==> src/rtl/ib_alu_sequencer.sv <==
// Two-requester round-robin sequencer for the 4-bit add/sub nibble slice.
// Runs one 4*NIB-bit add or subtract serially, LSB nibble first, with a registered carry chain.
module ib_alu_sequencer #(
    parameter int NIB = 4
) (
    input  logic               CLK,
    input  logic               Reset,
    input  logic               Req0,
    input  logic               AddSub0,
    input  logic [4*NIB-1:0]   A0w,
    input  logic [4*NIB-1:0]   B0w,
    input  logic               Req1,
    input  logic               AddSub1,
    input  logic [4*NIB-1:0]   A1w,
    input  logic [4*NIB-1:0]   B1w,
    output logic               Gnt0,
    output logic               Gnt1,
    output logic               Done0,
    output logic               Done1,
    output logic [4*NIB-1:0]   Result,
    output logic               Carry,
    output logic               Zero,
    output logic               Busy
);

    localparam int W     = 4 * NIB;
    localparam int CW    = (NIB > 1) ? $clog2(NIB) : 1;
    localparam int NSLOT = 1 << CW;

    typedef enum logic [1:0] {
        ST_IDLE = 2'd0,
        ST_RUN  = 2'd1,
        ST_DONE = 2'd2
    } state_t;

    state_t         state_reg;
    logic [CW-1:0]  cnt_reg;
    logic           carry_reg;
    logic           rr_last_reg;
    logic           owner_reg;
    logic           op_reg;
    logic [W-1:0]   a_reg;
    logic [W-1:0]   b_reg;
    logic [W-1:0]   work_reg;
    logic [W-1:0]   result_reg;
    logic           carry_out_reg;
    logic           zero_reg;
    logic           gnt0_reg;
    logic           gnt1_reg;
    logic           done0_reg;
    logic           done1_reg;

    logic [3:0]     a_slot [NSLOT];
    logic [3:0]     b_slot [NSLOT];
    logic [3:0]     a_nib;
    logic [3:0]     b_nib;
    logic [4:0]     sum;
    logic [W-1:0]   word_next;
    logic           last_nib;
    logic           req_any;
    logic           win1;

    // Nibble views of the latched operands; unused slots (non-power-of-2 NIB) read as zero.
    generate
        for (genvar gi = 0; gi < NSLOT; gi++) begin : g_slot
            if (gi < NIB) begin : g_used
                assign a_slot[gi] = a_reg[4*gi +: 4];
                assign b_slot[gi] = b_reg[4*gi +: 4];
            end else begin : g_unused
                assign a_slot[gi] = 4'd0;
                assign b_slot[gi] = 4'd0;
            end
        end
    endgenerate

    assign a_nib = a_slot[cnt_reg];
    assign b_nib = b_slot[cnt_reg];
    assign sum   = {1'b0, b_nib} + {1'b0, (op_reg ? ~a_nib : a_nib)} + {4'd0, carry_reg};

    // Working word with the current nibble replaced, so the final edge can publish it whole.
    generate
        for (genvar gi = 0; gi < NIB; gi++) begin : g_word
            assign word_next[4*gi +: 4] = (cnt_reg == CW'(gi)) ? sum[3:0] : work_reg[4*gi +: 4];
        end
    endgenerate

    assign last_nib = (cnt_reg == CW'(NIB - 1));
    assign req_any  = Req0 | Req1;
    // When both request, the one not served last wins.
    assign win1     = Req1 & (~Req0 | ~rr_last_reg);

    always_ff @(posedge CLK or posedge Reset) begin
        if (Reset) begin
            state_reg     <= ST_IDLE;
            cnt_reg       <= '0;
            carry_reg     <= 1'b0;
            rr_last_reg   <= 1'b1;
            owner_reg     <= 1'b0;
            op_reg        <= 1'b0;
            a_reg         <= '0;
            b_reg         <= '0;
            work_reg      <= '0;
            result_reg    <= '0;
            carry_out_reg <= 1'b0;
            zero_reg      <= 1'b0;
            gnt0_reg      <= 1'b0;
            gnt1_reg      <= 1'b0;
            done0_reg     <= 1'b0;
            done1_reg     <= 1'b0;
        end else begin
            gnt0_reg  <= 1'b0;
            gnt1_reg  <= 1'b0;
            done0_reg <= 1'b0;
            done1_reg <= 1'b0;
            case (state_reg)
                ST_IDLE, ST_DONE: begin
                    if (req_any) begin
                        owner_reg <= win1;
                        op_reg    <= win1 ? AddSub1 : AddSub0;
                        carry_reg <= win1 ? AddSub1 : AddSub0;
                        a_reg     <= win1 ? A1w : A0w;
                        b_reg     <= win1 ? B1w : B0w;
                        work_reg  <= '0;
                        cnt_reg   <= '0;
                        gnt0_reg  <= ~win1;
                        gnt1_reg  <= win1;
                        state_reg <= ST_RUN;
                    end else begin
                        state_reg <= ST_IDLE;
                    end
                end
                ST_RUN: begin
                    work_reg  <= word_next;
                    carry_reg <= sum[4];
                    cnt_reg   <= cnt_reg + CW'(1);
                    if (last_nib) begin
                        result_reg    <= word_next;
                        carry_out_reg <= sum[4];
                        zero_reg      <= (word_next == '0);
                        done0_reg     <= ~owner_reg;
                        done1_reg     <= owner_reg;
                        rr_last_reg   <= owner_reg;
                        state_reg     <= ST_DONE;
                    end
                end
                default: state_reg <= ST_IDLE;
            endcase
        end
    end

    assign Gnt0   = gnt0_reg;
    assign Gnt1   = gnt1_reg;
    assign Done0  = done0_reg;
    assign Done1  = done1_reg;
    assign Result = result_reg;
    assign Carry  = carry_out_reg;
    assign Zero   = zero_reg;
    assign Busy   = (state_reg != ST_IDLE);

endmodule

==> config.mk <==
export PLATFORM = sky130hd
export DESIGN_NAME = ib_alu_sequencer
export DESIGN_NICKNAME = d
export VERILOG_FILES = /design/src/rtl/ib_alu_sequencer.sv
export SDC_FILE = /design/constraint.sdc
export NUM_CORES = 1
export LEC_CHECK = 0
export CORE_ASPECT_RATIO = 1.2
export CORE_MARGIN = 4
export CORE_UTILIZATION = 30
export DETAILED_ROUTE_END_ITERATION = 7
export HOLD_SLACK_MARGIN = 0.15
export PLACE_DENSITY = 0.62
export SETUP_SLACK_MARGIN = 0.4
export SKIP_CTS_REPAIR_TIMING = 1
export SYNTH_ARGS = -nofsm -noshare
export SYNTH_HDL_FRONTEND = slang
export SYNTH_SLANG_ARGS = --single-unit
==> constraint.sdc <==
create_clock -name CLK -period 4 [get_ports CLK]
set_input_delay 0.4 -clock CLK [delete_from_list [all_inputs] [get_ports CLK]]
set_output_delay 0.4 -clock CLK [all_outputs]
set_load 0.02 [all_outputs]
==> results of run 1 <==
==> cells by family (layout without fill, tap and decap cells) <==
| logic type | Yosys count | in the layout | synth area share (%) |
|---|---|---|---|
| AOI/OAI and AO/OA | 81 | 81 | 14.2 |
| and+or+nand+nor | 76 | 76 | 9.34 |
| DFF | 74 | 74 | 50.8 |
| muxes | 48 | 48 | 16.0 |
| buffers and inverters | 39 | 126 | 4.53 |
| adders and majority gates | 9 | 9 | 3.50 |
| xor gates and xnor gates | 6 | 6 | 1.65 |
==> final cells by class <==
class / instances / area [µm²] / share of cell area [%]
clock buffer: 13 / 240 / 4.83
sequential: 74 / 1850 / 37.2
inverter: 15 / 56.3 / 1.13
timing repair buffer: 95 / 943 / 18.9
tap: 157 / 196 / 3.95
multi-input combinational: 220 / 1650 / 33.1
clock inverter: 3 / 40.0 / 0.804
==> synthesized netlist by cell type (all sizes together) (7+ instances only) <==
| library cell | number |
|---|---|
| dfrtp | 73 |
| buf | 14 |
| inv | 15 |
| nand2 | 43 |
| o21ai | 41 |
| mux2i | 39 |
| clkbuf | 10 |
| nor2 | 15 |
| ha | 7 |
| a21oi | 11 |
| mux4 | 8 |
==> cell usage in the layout, fill, tap and decap left out, types with 3 or more instances in the layout <==
| cell | count |
|---|---|
| clkdlybuf4s50_1 | 92 |
| dfrtp_1 | 73 |
| nand2_1 | 42 |
| o21ai_0 | 40 |
| mux2i_1 | 39 |
| nor2_1 | 15 |
| inv_1 | 13 |
| a21oi_1 | 11 |
| clkbuf_16 | 9 |
| mux4_2 | 8 |
| ha_1 | 7 |
| a32o_1 | 6 |
| a22o_1 | 6 |
| a222oi_1 | 4 |
| xor2_1 | 4 |
| clkbuf_1 | 4 |
| a21o_1 | 3 |
| nor4_1 | 3 |
| buf_4 | 3 |
==> routing by layer <==
layer | global-route usage, % | up-vias | wire, µm
met3 | 3.26 | 10 | 473
met2 | 20.6 | 79 | 4230
met5 | 0 | - | 0
met1 | 15.8 | 1279 | 3640
li1 | - | 1337 | -
met4 | 4.01 | 0 | 119
==> worst max-delay path, delay by kind of cell (launching register included) <==
| kind | cells | cell delay [ns] |
|---|---|---|
| xor gates and xnor gates | 1 | 0.18 |
| adders and majority gates | 2 | 0.78 |
| and+or+nand+nor | 2 | 0.64 |
| DFF | 1 | 0.70 |
| AOI/OAI and AO/OA | 2 | 0.26 |
| buffers and inverters | 1 | 0.06 |
| muxes | 1 | 0.59 |
==> how the worst min path moves through the flow <==
stage | start | end | slack [ns] | depth (start not counted)
after floorplan | owner_reg | Done0 | 0.42 | 1
after global placement | owner_reg | Done0 | 0.45 | 1
after detailed placement | owner_reg | Done0 | 0.44 | 1
after CTS | owner_reg | Done0 | 0.45 | 1
after global routing | owner_reg | Done0 | 0.49 | 1
final | owner_reg | Done0 | 0.44 | 1
==> where the power goes <==
group / switching (mW) / internal (mW) / total, mW
logic: 1.44 / 1.15 / 2.59
registers: 0.246 / 1.10 / 1.35
clock network: 0.286 / 0.481 / 0.768
==> through the flow <==
step	std cells	instance area [µm²]	total power [mW]	setup WS, ns
5_1_grt	577	4980	5.08	0.516
2_1_floorplan	333	3640	3.18	1.03
6_report	577	4980	4.70	0.707
3_5_place_dp	561	4700	3.98	0.698
3_3_place_gp	561	4700	3.91	0.828
4_1_cts	577	4980	4.76	0.690
==> impl_metrics.csv, run 1 <==
group,metric,value,unit
run_status,status,"complete, no violations",
detailed_routing,first_pass_iters,4,
placement,place_congestion,0.863,
placement,dp_hpwl,6.51,mm
global_route,grt_overflow,0,
setup_path,crit_fanout,11,
global_route,grt_usage,12.4,%
final_layout,final_util,42.4,%
timing,rsz0062_at_grt,"no",
clock_network,path_clk_slew,0.06,ns
setup_path,cp.arrival,3.55,ns
setup_path,r2r_setup_slack,0.71,ns
die,dieArea,0.0140,mm²
pwr,p_per_area,945,mW/mm²
final_layout,fillers,1193,
setup_path,cpPeakStageDelay,0.70,ns
timing,tightestPinTransition,0.921,ns
detailed_routing,first_iter_violations,175,
timing,whs,0.442,ns
detailed_routing,vias,2705,
global_route,grt_pass1_wl,13.6,mm
yosys,synthesis.nets,412,
yosys,synth_flop_cell,"dfrtp_1",
clock_network,clk_path_buf_depth,2,
timing,period_share,82.3,%
yosys,netlist_area,0.00364,mm²
detailed_routing,drc,0,
clock_network,htree_levels,3,
clock_network,clock_latency,0.33,ns
yosys,syn_inst,333,
detailed_routing,drtAntennaViolNets,0,
setup_path,rr_worst_depth,9,
timing,max_slew_margin,38.6,%
timing,setup_viol,0,
timing,skew,0.00630,ns
yosys,synth_cell_types,45,
yosys,syn_area_per_cell,10.9,µm²
setup_path,critical_path.endpoint,"Zero",
timing,slew_viol_final,0,
clock_network,cts.sink_count,74,
timing,fmax,304,MHz
clock_network,cts-root-buf,"clkbuf_16",
job,drv_cap,0,
timing,setup_tns,0,ns
die,rows,43,
die,initial_utilization,31.1,%
clock_network,cts_tree,"done",
setup_path,worstPathRequired,4.25,ns
yosys,async_flop_share,100,%
setup_path,crit_start,"cnt_reg[0]",
setup_path,worstPathCellList,"mux4_2 > xor2_1 > fa_1 > inv_1 > fa_1 > nor2b_1 > o2111ai_1 > or4_1 > o21ai_1",
die,die_w,109,µm
yosys,synth_edf_count,0,
timing,finalHoldViolations,0,
global_route,grt_pass1_vias,2689,
setup_path,crit_path_top_delay_cell,"dfrtp_1",
final_layout,antenna_cells,0,
die,die_h,129,µm
clock_network,cts_made_buffers,9,
setup_path,r2r_start,"cnt_reg[0]",
die,pin_count,93,
final_layout,layout-drive-gt1-share,7.86,%
detailed_routing,viasPerCell,4.69,
setup_path,endpoint_kind,"flip-flop",
setup_path,crit_type,"reg2reg",
detailed_routing,wl_per_cell,14.7,µm
detailed_routing,wl,8.45,mm
placement,portBuffers,92,
global_route,antenna_found_initial,0,
pwr,ir_drop,0.000445,V
yosys,yosys-top-cells-area,"dfrtp_1 50%, mux2i_1 11%, o21ai_0 5.5%",
final_layout,area_growth,36.6,%
pwr,p_leak,2.19,nW
yosys,seq_area_frac_synth,50.8,%
yosys,ys_warn_count,0,
global_route,grt_start_max_net_pins,75,
final_layout,nets,494,
setup_path,r2r_end,"Zero",
yosys,synth_top_area_share,50.1,%
yosys,synth_top_cell_by_area,"dfrtp_1",
timing,min_period,3.29,ns
die,design.core.area,0.0117,mm²
setup_path,startpoint_type,"flip-flop",
setup_path,crit_path_frequent_cell,"fa_1",
worst_hold_path,min_path_type,"reg2reg",
yosys,ys_seq_elements,74,
No activity file was read; power rests on OpenSTA's default activity.
==> run 2, diff against run 1 <==
clock period = 3.3 ns   (was 4 ns; I/O delays follow)
==> run 2 against run 1 <==
Setup slack got worse by 0.35 ns. Design area increased by 2.5%. Combinational power increased by 31%. Die area unchanged. Via count increased by 2.6%. Global-route usage increased by 0.48 points. Clock skew increased by 0.0017 ns. Critical path depth unchanged. Non-clock buffer count increased by 6. Count of clock-buffer cells in the layout decreased by 1. First-iteration DRC count decreased by 18%. Largest cell class unchanged. Highest routed layer unchanged.
==> impl_metrics.csv, run 2 (synthesis results as in run 1) <==
group,metric,value,unit
timing,setup_viol,0,
timing,finalHoldViolations,0,
die,rows,43,
timing,fmax,340,MHz
placement,dp_hpwl,6.76,mm
pwr,p_per_area,1200,mW/mm²
timing,timing.final.ws_setup,0.355,ns
final_layout,final_cell_mix,"92 x clkdlybuf4s50_1, 73 x dfrtp_1, 42 x nand2_1",
clock_network,cts.sink_count,74,
timing,slew_viol_final,0,
final_layout,area_growth,40.1,%
die,dieArea,0.0140,mm²
setup_path,rr_worst_depth,9,
timing,skew,0.00797,ns
global_route,antenna_found_initial,0,
final_layout,fin_cells,583,
placement,place_congestion,0.856,
die,pin_count,93,
setup_path,crit_type,"reg2reg",
final_layout,finalInstanceArea,0.00510,mm²
final_layout,final_util,43.5,%
global_route,grt_pass1_wl,14.0,mm
placement,dpl-instance-area,0.00473,mm²
timing,max_slew_margin,60.2,%
clock_network,clk_path_buf_depth,2,
global_route,grt_overflow,0,
final_layout,nets,500,
detailed_routing,drc,0,
final_layout,layout-drive-gt1-share,10.1,%
die,die_w,109,µm
pwr,ir_drop,0.000669,V
clock_network,clock_latency,0.33,ns
global_route,grt_usage,12.9,%
timing,tightestPinTransition,0.596,ns
placement,dpl.cell_count,565,
clock_network,cts_made_buffers,9,
placement,portBuffers,92,
job,drv_cap,0,
detailed_routing,first_pass_iters,4,
pwr,power,6.14,mW
worst_hold_path,min_path_type,"in2async",
setup_path,startpoint_type,"flip-flop",
final_layout,layout_commonest_cell,"clkdlybuf4s50_1",
setup_path,r2r_end,"Zero",
detailed_routing,wl_per_cell,14.9,µm
clock_network,htree_levels,3,
setup_path,critical_path.endpoint,"Zero",
detailed_routing,viasPerCell,4.76,
detailed_routing,wl,8.68,mm
final_layout,multi_input_area,0.00166,mm²
final_layout,fillers,1186,
setup_path,crit_start,"cnt_reg[0]",
clock_network,cts-root-buf,"clkbuf_16",
setup_path,cp.arrival,3.20,ns
final_layout,antenna_cells,0,
placement,pre_cts_ws,0.340,ns
timing,rsz0062_at_grt,"yes",
global_route,grt_pass1_vias,2709,
detailed_routing,vias,2774,
timing,period_share,89.2,%
clock_network,path_clk_slew,0.06,ns
detailed_routing,first_iter_violations,144,
clock_network,cts_tree,"done",
detailed_routing,drtAntennaViolNets,0,
setup_path,crit_fanout,6,
final_layout,regArea,0.00185,mm²
timing,whs,0.317,ns
die,initial_utilization,31.1,%
die,design.core.area,0.0117,mm²
pwr,p_leak,2.25,nW
run_status,status,"complete, no violations",
die,die_h,129,µm
setup_path,r2r_setup_slack,0.36,ns
global_route,grt_start_max_net_pins,42,
timing,setup_tns,0,ns
setup_path,worstPathRequired,3.56,ns
setup_path,r2r_start,"cnt_reg[0]",
timing,min_period,2.94,ns
setup_path,endpoint_kind,"flip-flop",
==> run 2: cell count changes in the layout (fill, tap and decap cells not counted), sizes merged <==
cell,delta
clkinv,-2
bufinv,+2
clkinvlp,+1
buf,+6
clkbuf,-1
==> run 2: area by class of cell <==
class	count	share of cell area, %
inverter	15	1.10
sequential	74	36.3
clock inverter	4	1.91
clock buffer	12	5.02
multi-input combinational	220	32.5
timing repair buffer	101	19.4
tap	157	3.85
==> run 2: metal layers <==
layer	routed length, µm	share of wire (%)	GRT usage, %
met5	0	0	0
met4	121	1.4	3.94
met3	481	5.5	3.66
met2	4280	49	20.8
met1	3800	44	16.8
==> run 2: report_power, final <==
group | internal [mW] | switching, mW
registers | 1.34 | 0.277
clock network | 0.780 | 0.364
logic | 1.54 | 1.84
total | 3.65 | 2.48
==> run 2: how the worst min path moves through the flow <==
stage / startpoint / endpoint
floorplan: owner_reg / Done0
global placement: owner_reg / Done0
detailed placement: owner_reg / Done0
CTS: Reset / Result[3]
global route: Reset / Result[3]
finish: Reset / Result[3]
==> run 2: worst max-delay path, stage by stage (launching register included) <==
cell and delay [ns]:
dfrtp_1 0.38, buf_4 0.18, mux4_2 0.52, fa_1 0.44
inv_1 0.09, fa_1 0.27, xor2_2 0.24, o2111ai_1 0.14
or4_1 0.48, o21ai_1 0.14
==> run 3, diff against run 2 <==
CTS_CLUSTER_DIAMETER = 80   (was not set)
==> results of run 3 <==
Final layout, timing and power as in run 2 (identical DEF).
